$ cat config.mk
export PLATFORM = sky130hd
export DESIGN_NAME = sigma_scheduler
export DESIGN_NICKNAME = d
export VERILOG_FILES = /design/src/rtl/sigma_pkg.sv /design/src/rtl/rr_arbiter.sv /design/src/rtl/sigma_scheduler.sv
export SDC_FILE = /design/constraint.sdc
export NUM_CORES = 1
export LEC_CHECK = 0
export ABC_AREA = 1
export CORE_AREA = 2 2 652 654
export DETAILED_ROUTE_END_ITERATION = 10
export DIE_AREA = 0 0 654 656
export PLACE_DENSITY = 0.3
export SLEW_MARGIN = 40
export SYNTH_ARGS = -nofsm -noshare
export SYNTH_HDL_FRONTEND = slang
export SYNTH_HIERARCHICAL = 1
export SYNTH_SLANG_ARGS = --single-unit
$ cat constraint.sdc
create_clock -name clk -period 29.4 [get_ports clk]
set_input_delay 5.88 -clock clk [delete_from_list [all_inputs] [get_ports clk]]
set_output_delay 5.88 -clock clk [all_outputs]
set_load 0.005 [all_outputs]
$ cat src/rtl/sigma_pkg.sv
// Shared definitions for the sigma scheduler and its sibling shared-FP-unit schedulers.
package sigma_pkg;

    typedef enum logic [2:0] {
        ST_IDLE,
        ST_ISSUE,
        ST_WAIT,
        ST_RESP,
        ST_FLUSH
    } state_t;

    localparam logic [31:0] FP_ONE   = 32'h3f800000;
    localparam logic [31:0] FP_THREE = 32'h40400000;

    localparam int DEFAULT_TIMEOUT = 128;
    localparam int DEFAULT_DRAIN   = 128;

endpackage

$ cat src/rtl/rr_arbiter.sv
// Combinational round-robin arbiter: searches from last+1 upward, wrapping modulo N.
module rr_arbiter #(
    parameter int N    = 4,
    parameter int ID_W = $clog2(N)
) (
    input  logic [N-1:0]    req,
    input  logic [ID_W-1:0] last,
    input  logic            en,
    output logic [N-1:0]    gnt,
    output logic [ID_W-1:0] gnt_id
);

    logic [ID_W-1:0] idx;
    logic            found;

    always_comb begin
        gnt    = '0;
        gnt_id = '0;
        found  = 1'b0;
        idx    = '0;
        for (int i = 1; i <= N; i++) begin
            idx = ID_W'((int'(last) + i) % N);
            if (en && !found && req[idx]) begin
                gnt[idx] = 1'b1;
                gnt_id   = idx;
                found    = 1'b1;
            end
        end
    end

endmodule

$ cat src/rtl/sigma_scheduler.sv
// Time-shares one non-reentrant sigma datapath among NUM_REQ requesters, one job at a time,
// with a timeout on lost results and a drain interval so late results are never misattributed.
module sigma_scheduler
    import sigma_pkg::*;
#(
    parameter int PRECISION = 32,
    parameter int NUM_REQ   = 4,
    parameter int ID_W      = $clog2(NUM_REQ),
    parameter int TIMEOUT   = DEFAULT_TIMEOUT,
    parameter int DRAIN     = DEFAULT_DRAIN
) (
    input  logic                           clk,
    input  logic                           reset,
    input  logic [NUM_REQ-1:0]             req_valid,
    output logic [NUM_REQ-1:0]             req_ready,
    input  logic [NUM_REQ*PRECISION-1:0]   req_err,
    input  logic [NUM_REQ*9*PRECISION-1:0] req_a,
    output logic                           s_tvalid,
    output logic [PRECISION-1:0]           s_err,
    output logic [9*PRECISION-1:0]         s_a,
    input  logic                           s_valid,
    input  logic [PRECISION-1:0]           s_sigma,
    output logic                           rsp_valid,
    input  logic                           rsp_ready,
    output logic [ID_W-1:0]                rsp_id,
    output logic [PRECISION-1:0]           rsp_sigma,
    output logic                           rsp_timeout,
    output logic                           busy,
    output logic [15:0]                    timeout_cnt
);

    localparam int CNT_W = 16;
    localparam int MAT_W = 9 * PRECISION;

    state_t               state_q, state_d;
    logic [CNT_W-1:0]     cnt_q, cnt_d;
    logic [ID_W-1:0]      last_q, last_d;
    logic [ID_W-1:0]      id_q, id_d;
    logic [PRECISION-1:0] err_q, err_d;
    logic [MAT_W-1:0]     a_q, a_d;
    logic [PRECISION-1:0] sigma_q, sigma_d;
    logic                 to_q, to_d;
    logic [15:0]          tocnt_q, tocnt_d;

    logic [NUM_REQ-1:0]   gnt;
    logic [ID_W-1:0]      gnt_id;
    logic                 arb_en;

    // Gating with reset keeps req_ready low for the whole reset pulse, not just after the edge.
    assign arb_en = (state_q == ST_IDLE) && !reset;

    rr_arbiter #(
        .N    (NUM_REQ),
        .ID_W (ID_W)
    ) u_arb (
        .req    (req_valid),
        .last   (last_q),
        .en     (arb_en),
        .gnt    (gnt),
        .gnt_id (gnt_id)
    );

    always_ff @(posedge clk or posedge reset) begin
        if (reset) begin
            state_q <= ST_IDLE;
            cnt_q   <= '0;
            last_q  <= ID_W'(NUM_REQ - 1);
            id_q    <= '0;
            err_q   <= '0;
            a_q     <= '0;
            sigma_q <= '0;
            to_q    <= 1'b0;
            tocnt_q <= '0;
        end else begin
            state_q <= state_d;
            cnt_q   <= cnt_d;
            last_q  <= last_d;
            id_q    <= id_d;
            err_q   <= err_d;
            a_q     <= a_d;
            sigma_q <= sigma_d;
            to_q    <= to_d;
            tocnt_q <= tocnt_d;
        end
    end

    always_comb begin
        state_d = state_q;
        cnt_d   = cnt_q;
        last_d  = last_q;
        id_d    = id_q;
        err_d   = err_q;
        a_d     = a_q;
        sigma_d = sigma_q;
        to_d    = to_q;
        tocnt_d = tocnt_q;
        case (state_q)
            ST_IDLE: begin
                if (|(req_valid & gnt)) begin
                    err_d   = req_err[int'(gnt_id)*PRECISION +: PRECISION];
                    a_d     = req_a[int'(gnt_id)*MAT_W +: MAT_W];
                    id_d    = gnt_id;
                    last_d  = gnt_id;
                    state_d = ST_ISSUE;
                end
            end
            ST_ISSUE: begin
                cnt_d   = CNT_W'(TIMEOUT - 1);
                state_d = ST_WAIT;
            end
            ST_WAIT: begin
                if (s_valid) begin
                    sigma_d = s_sigma;
                    to_d    = 1'b0;
                    state_d = ST_RESP;
                end else if (cnt_q == '0) begin
                    sigma_d = '0;
                    to_d    = 1'b1;
                    if (tocnt_q != 16'hFFFF) tocnt_d = tocnt_q + 16'd1;
                    state_d = ST_RESP;
                end else begin
                    cnt_d = cnt_q - 1'b1;
                end
            end
            ST_RESP: begin
                if (rsp_ready) begin
                    if (to_q) begin
                        cnt_d   = CNT_W'(DRAIN - 1);
                        state_d = ST_FLUSH;
                    end else begin
                        state_d = ST_IDLE;
                    end
                end
            end
            ST_FLUSH: begin
                if (cnt_q == '0) state_d = ST_IDLE;
                else             cnt_d   = cnt_q - 1'b1;
            end
            default: state_d = ST_IDLE;
        endcase
    end

    assign req_ready   = gnt;
    assign s_tvalid    = (state_q == ST_ISSUE);
    assign s_err       = err_q;
    assign s_a         = a_q;
    assign rsp_valid   = (state_q == ST_RESP);
    assign rsp_id      = id_q;
    assign rsp_sigma   = sigma_q;
    assign rsp_timeout = to_q;
    assign busy        = (state_q != ST_IDLE);
    assign timeout_cnt = tocnt_q;

endmodule

### Word level (Yosys, flattened, before mapping)

Cells that the tools add are included.
Widths: inputs -> output; s select.

* $add $sub $neg: 6
* multipliers: 1
* divide/modulo/power cells: 0
* order comparisons: 8
* equality and inequality tests: 11
* shift operators: 2
* muxes and demuxes: 43
* bitwise logic cells: 5
* reduce and logical (&&, ||, !) cells: 27

Operator list (count)
* $shiftx 1152x12->288: 1
* $shiftx 128x8->32: 1
* $mux 16: 4
* $mux 32: 2
* $pmux 16 s4: 1
* $mux 3: 6
* $add 16x1->16 const B: 1
* $logic_not 16->1: 1
* $mux 4: 4
* $ne 16x16->1 const B: 1
* $sub 16x1->16 const B: 1
* $pmux 3 s5: 1
* $mux 1: 13
* $logic_and 1x1->1: 12
* $lt 2x3->1 const B: 4
* $or 4x4->4: 3
* $reduce_and 4->1: 3
* $bmux 1 s2: 4
* $demux 1 s2: 4
* $ge 2x1->1 const B: 4
* $mux 2: 4
* $eq 3x2->1 const B: 2
* $mul 2x4->6 const B: 1
* $ne 2x1->1 const B: 3
* 15 further kinds: 22

* bits in registers: 392
* bits in latches: 0
* memory bits (writable): 0
* ROM bits: 0
* bits of input ports: 1320
* output and inout port bits: 378
* logic and storage cells: 112
* memories: 0

### Longest topological paths before layout

* word-level depth: 21
* mapped depth: 20
* mapped depth without buffers: 17

### Hierarchy

The synthesis kept the hierarchy.

Modules (own cells, without submodules)
* sigma_scheduler: times used 1, cells each 3678, area an instance 24285.8 µm², sequential area each 9811.9 µm²
* rr_arbiter: times used 1, cells each 82, area an instance 484.2 µm², sequential area each 0.0 µm²

### Least setup slack after synthesis

Ideal clock, no wire load.

* path kind: input-to-output
* start: input port req_valid[0]
* end: output port req_ready[0]
* arrival time: 6.609 ns
* data required time: 23.520 ns
* setup slack: 16.911 ns
* stages on the path: 7
* buffers on the path: 1
* cells stage by stage: nand2_1 > nand3_1 > and2_1 > buf_6 > nor2_4 > nand3_1 > nand3_1

* word-level cells in the longest chain between the ends: 16
* elaborated cells on any way between the ends: 28
* classes of those cells: mux: 15; bitwise: 3; reduce/logical: 10

RTL lines
* from (decl): RTL line sigma_scheduler.sv:14 `input logic [NUM_REQ-1:0] req_valid,`
* $bmux 1 s2: RTL line rr_arbiter.sv:23 `if (en && !found && req[idx]) begin`
* $mux 1 (implied by the code): RTL line rr_arbiter.sv:23
* $logic_and 1x1->1: RTL line rr_arbiter.sv:23
* $mux 1: RTL line rr_arbiter.sv:23
* $logic_not 1->1: RTL line rr_arbiter.sv:23
* $logic_and 1x1->1 (2 in a row): RTL line rr_arbiter.sv:23
* $mux 1: RTL line rr_arbiter.sv:23
* $logic_not 1->1: RTL line rr_arbiter.sv:23
* $logic_and 1x1->1 (2 in a row): RTL line rr_arbiter.sv:23
* $mux 1: RTL line rr_arbiter.sv:23
* $logic_not 1->1: RTL line rr_arbiter.sv:23
* $logic_and 1x1->1 (2 in a row): RTL line rr_arbiter.sv:23
* $mux 4 *: RTL line rr_arbiter.sv:23
* to (decl): RTL line sigma_scheduler.sv:15 `output logic [NUM_REQ-1:0] req_ready,`

Every way passes the cells marked *; elsewhere a longest branch is shown, timed or not. The select of a mux whose other input is x is not followed.

### Final worst setup path

* start: input port reset
* end: output port req_ready[0]

* word-level cells in the longest chain between the ends: 16
* elaborated cells on any way between the ends: 22
* classes of those cells: mux: 7; bitwise: 3; reduce/logical: 12

RTL lines
* from (decl): RTL line sigma_scheduler.sv:13 `input logic reset,`
* $logic_not 1->1 (no line) *
* $logic_and 1x1->1 *: RTL line sigma_scheduler.sv:50 `assign arb_en = (state_q == ST_IDLE) && !reset;`
* via arb_en: RTL line sigma_scheduler.sv:47 `logic arb_en;`
* $logic_and 1x1->1: RTL line rr_arbiter.sv:23
* $mux 1: RTL line rr_arbiter.sv:23
* $logic_not 1->1: RTL line rr_arbiter.sv:23
* $logic_and 1x1->1 (2 in a row): RTL line rr_arbiter.sv:23
* $mux 1: RTL line rr_arbiter.sv:23
* $logic_not 1->1: RTL line rr_arbiter.sv:23
* $logic_and 1x1->1 (2 in a row): RTL line rr_arbiter.sv:23
* $mux 1: RTL line rr_arbiter.sv:23
* $logic_not 1->1: RTL line rr_arbiter.sv:23
* $logic_and 1x1->1 (2 in a row): RTL line rr_arbiter.sv:23
* $mux 4 *: RTL line rr_arbiter.sv:23

Mark *: on every way through the listed nets, which the timed path passes. The rest lies on a longest branch.

==> run summary <==
Die width -> 654 um
Pwr dens -> 96.78 nW/um2
Post-synth top area cell -> dfrtp_1
Core footprint -> 422200 um2
Critical-path maximum fanout -> 6
Post-route cell area -> 50350 um2
Crit path launch -> reset
Maxcap violations -> 0
Leak pwr -> 18.12 nW
Syn_nets -> 5089
Initial Utilization -> 5.866%
Crit end category -> primary output
Unique masters post-synth -> 31
Initial antenna violation count -> 146
Worst Hold Depth -> 2
Post-CTS Resized -> 0
Post-synthesis sequential area ratio -> 39.61%
Synth Flop Type -> dfrtp_1
Clk buf depth -> 4
CTS tree -> built
Post-CTS setup buffers -> 0
Fin crit period -> 14.18 ns
Fin nets -> 6614
Min-delay src -> rsp_sigma[11]
Largest net degree at the start of global routing -> 153
Vias in the first global route -> 34391
WL/cell -> 26.90 um
Latest clock arrival within the worst-skew pair -> 0.78 ns
Num CTS Buffers -> 73
Router iterations before antenna repair -> 5
Critical Path Source Type -> primary input
Final period utilization -> 48.24%
Max-slew violation count -> 0
RR Startpoint -> last_q[0]
Register area -> 9812 um2
Antenna-violating nets left -> 0
Setup slack after placement -> 15.33 ns
Max Fclk -> 70.51 MHz
Ys Warns -> 6
Share of cells above drive strength 1 -> 3.956%
Leading cell type by number of instances after synthesis -> nor2_1
IO Port Bufs -> 1697
Yosys top cell area share -> 39.40%
H-tree levels -> 3
HP Class -> flop to flop
WHS -> 0.4736 ns
Chip height -> 656 um
Fillers -> 49286
DPL Wire Length -> 254200 um
Drc violations -> 0
Fin. Hold Viols -> 0
Multi-input logic area -> 13340 um2
Final setup viols -> 0
FF-to-FF End -> s_err[28]
Worst slew margin -> 39.22%
GRT overflow -> 0
Cells after synthesis -> 3760
EDFF count, synth -> 0
Synth top cells by count -> nor2_1 (1646), o21ai_0 (653), dfrtp_1 (390)
Syn avg cell area -> 6.588 um2
Worst-path clk slew -> 0.05 ns
Drt first-iter violations -> 2063
DIE AREA -> 429000 um2
Layout overhead on the synthesized area -> 103.3%
Outcome -> completed
Setup WS post-layout -> 15.22 ns
Skew final -> 0.04079 ns
Via count -> 33876
Reg2Reg Setup Slack -> 23.10 ns
Global-route wire length before repair -> 373700 um
Vias/cell -> 3.059
Synth top area cells -> dfrtp_1 (39%), nor2_1 (25%), o21ai_0 (13%)
Worst Path Required -> 23.52 ns
Placed cell areas -> 47860 um2
Setup TNS Final -> 0 ns
Root Driver -> clkbuf_16
Clock sink count -> 392
Cell Rows -> 239
Ys async rst share -> 100.0%
Reg2Reg Depth -> 19
IO Count -> 1698
Total Routing Usage GR -> 13.31%
Synthesis-stage register bit count -> 392
Kind of critical path -> primary input to primary output
Syn Std Cell Area -> 24770 um2
CP arrival -> 8.30 ns
RSZ-0062 raised after global routing -> no
Worst Hold Endpoint -> rsp_sigma[11]
GPL Wtd Cong -> 0.8984
Drt total wl -> 297900 um
Max VDD drop -> 0.00005325 V
Worst-Margin Slew -> 0.9088 ns
Hold-fix buffer count after cts -> 0
## cells in the final DEF, fill, tap and decap left out, drive strengths merged, types with 52 or more instances in the layout
master / instances
clkdlybuf4s50: 1676
nor2: 1655
o21ai: 665
dfrtp: 390
a31oi: 320
nand2: 270
clkbuf: 105
diode: 78
buf: 71
inv: 57
nand3: 52
## per-stage QoR
stage                     total power [mW]  std cells  util, %
after floorplan                      2.172       3760        -
after global placement               4.150      10871    11.34
after detailed placement             4.136      10872    11.33
after CTS                            5.081      10995    11.87
after global routing                 5.294      11017    11.89
final                                4.873      11074    11.92
## flip-flops by register name (all words and copies together), names as in the netlist
signal	cells
last_q	2
rsp_id	2
s_err	32
rsp_timeout	1
s_a	288
timeout_cnt	16
cnt_q	16
rsp_sigma	32
state_q	3
## routing by layer
layer	track usage, %	wire, um	up-vias
li1	-	-	15610
met1	13.92	109000	16432
met5	0	467	-
met2	23.13	145000	1418
met4	3.108	7471	70
met3	7.303	35920	346
## cell type report
class	count	share of cell area, %
Clock buffer	105	4.105
Antenna cell	78	0.3877
Multi-Input combinational cell	3012	26.49
Clock inverter	18	0.4026
Timing Repair Buffer	1747	34.55
Tap cell	5663	14.07
Sequential cell	392	19.49
Inverter	59	0.4995
## where the power goes
part	switching, mW	internal, mW
Sequential	0.204	0.802
Combinational	1.96	1.03
Clock	0.365	0.513
## cell families after synthesis
kind of cell	Yosys count	synth area share, %
AOI/OAI and AO/OA	988	21.60
xor gates and xnor gates	15	0.5304
adders and majority gates	9	0.4546
buffers and inverters	356	6.683
DFF	392	39.61
and+or+nand+nor	2000	31.12
## worst max-delay path: stages
cell and delay, ns:
clkdlybuf4s50_1 0.56, nor2_1 0.33, inv_1 0.09, nor2_2 0.22, nand2_1 0.11, nand2_1 0.11, clkinv_1 0.09, nand3_1 0.30
clkdlybuf4s50_1 0.60
## how the worst max path moves through the flow
stage / to / slack [ns] / depth (start not counted)
after CTS: req_ready[0] / 15.31 / 9
after detailed placement: req_ready[3] / 15.33 / 9
final: req_ready[0] / 15.22 / 9
after floorplan: cnt_q[0] / 12.63 / 1
after global routing: req_ready[0] / 15.17 / 9
after global placement: req_ready[0] / 15.24 / 9
No activity file was read; power rests on OpenSTA's default activity.
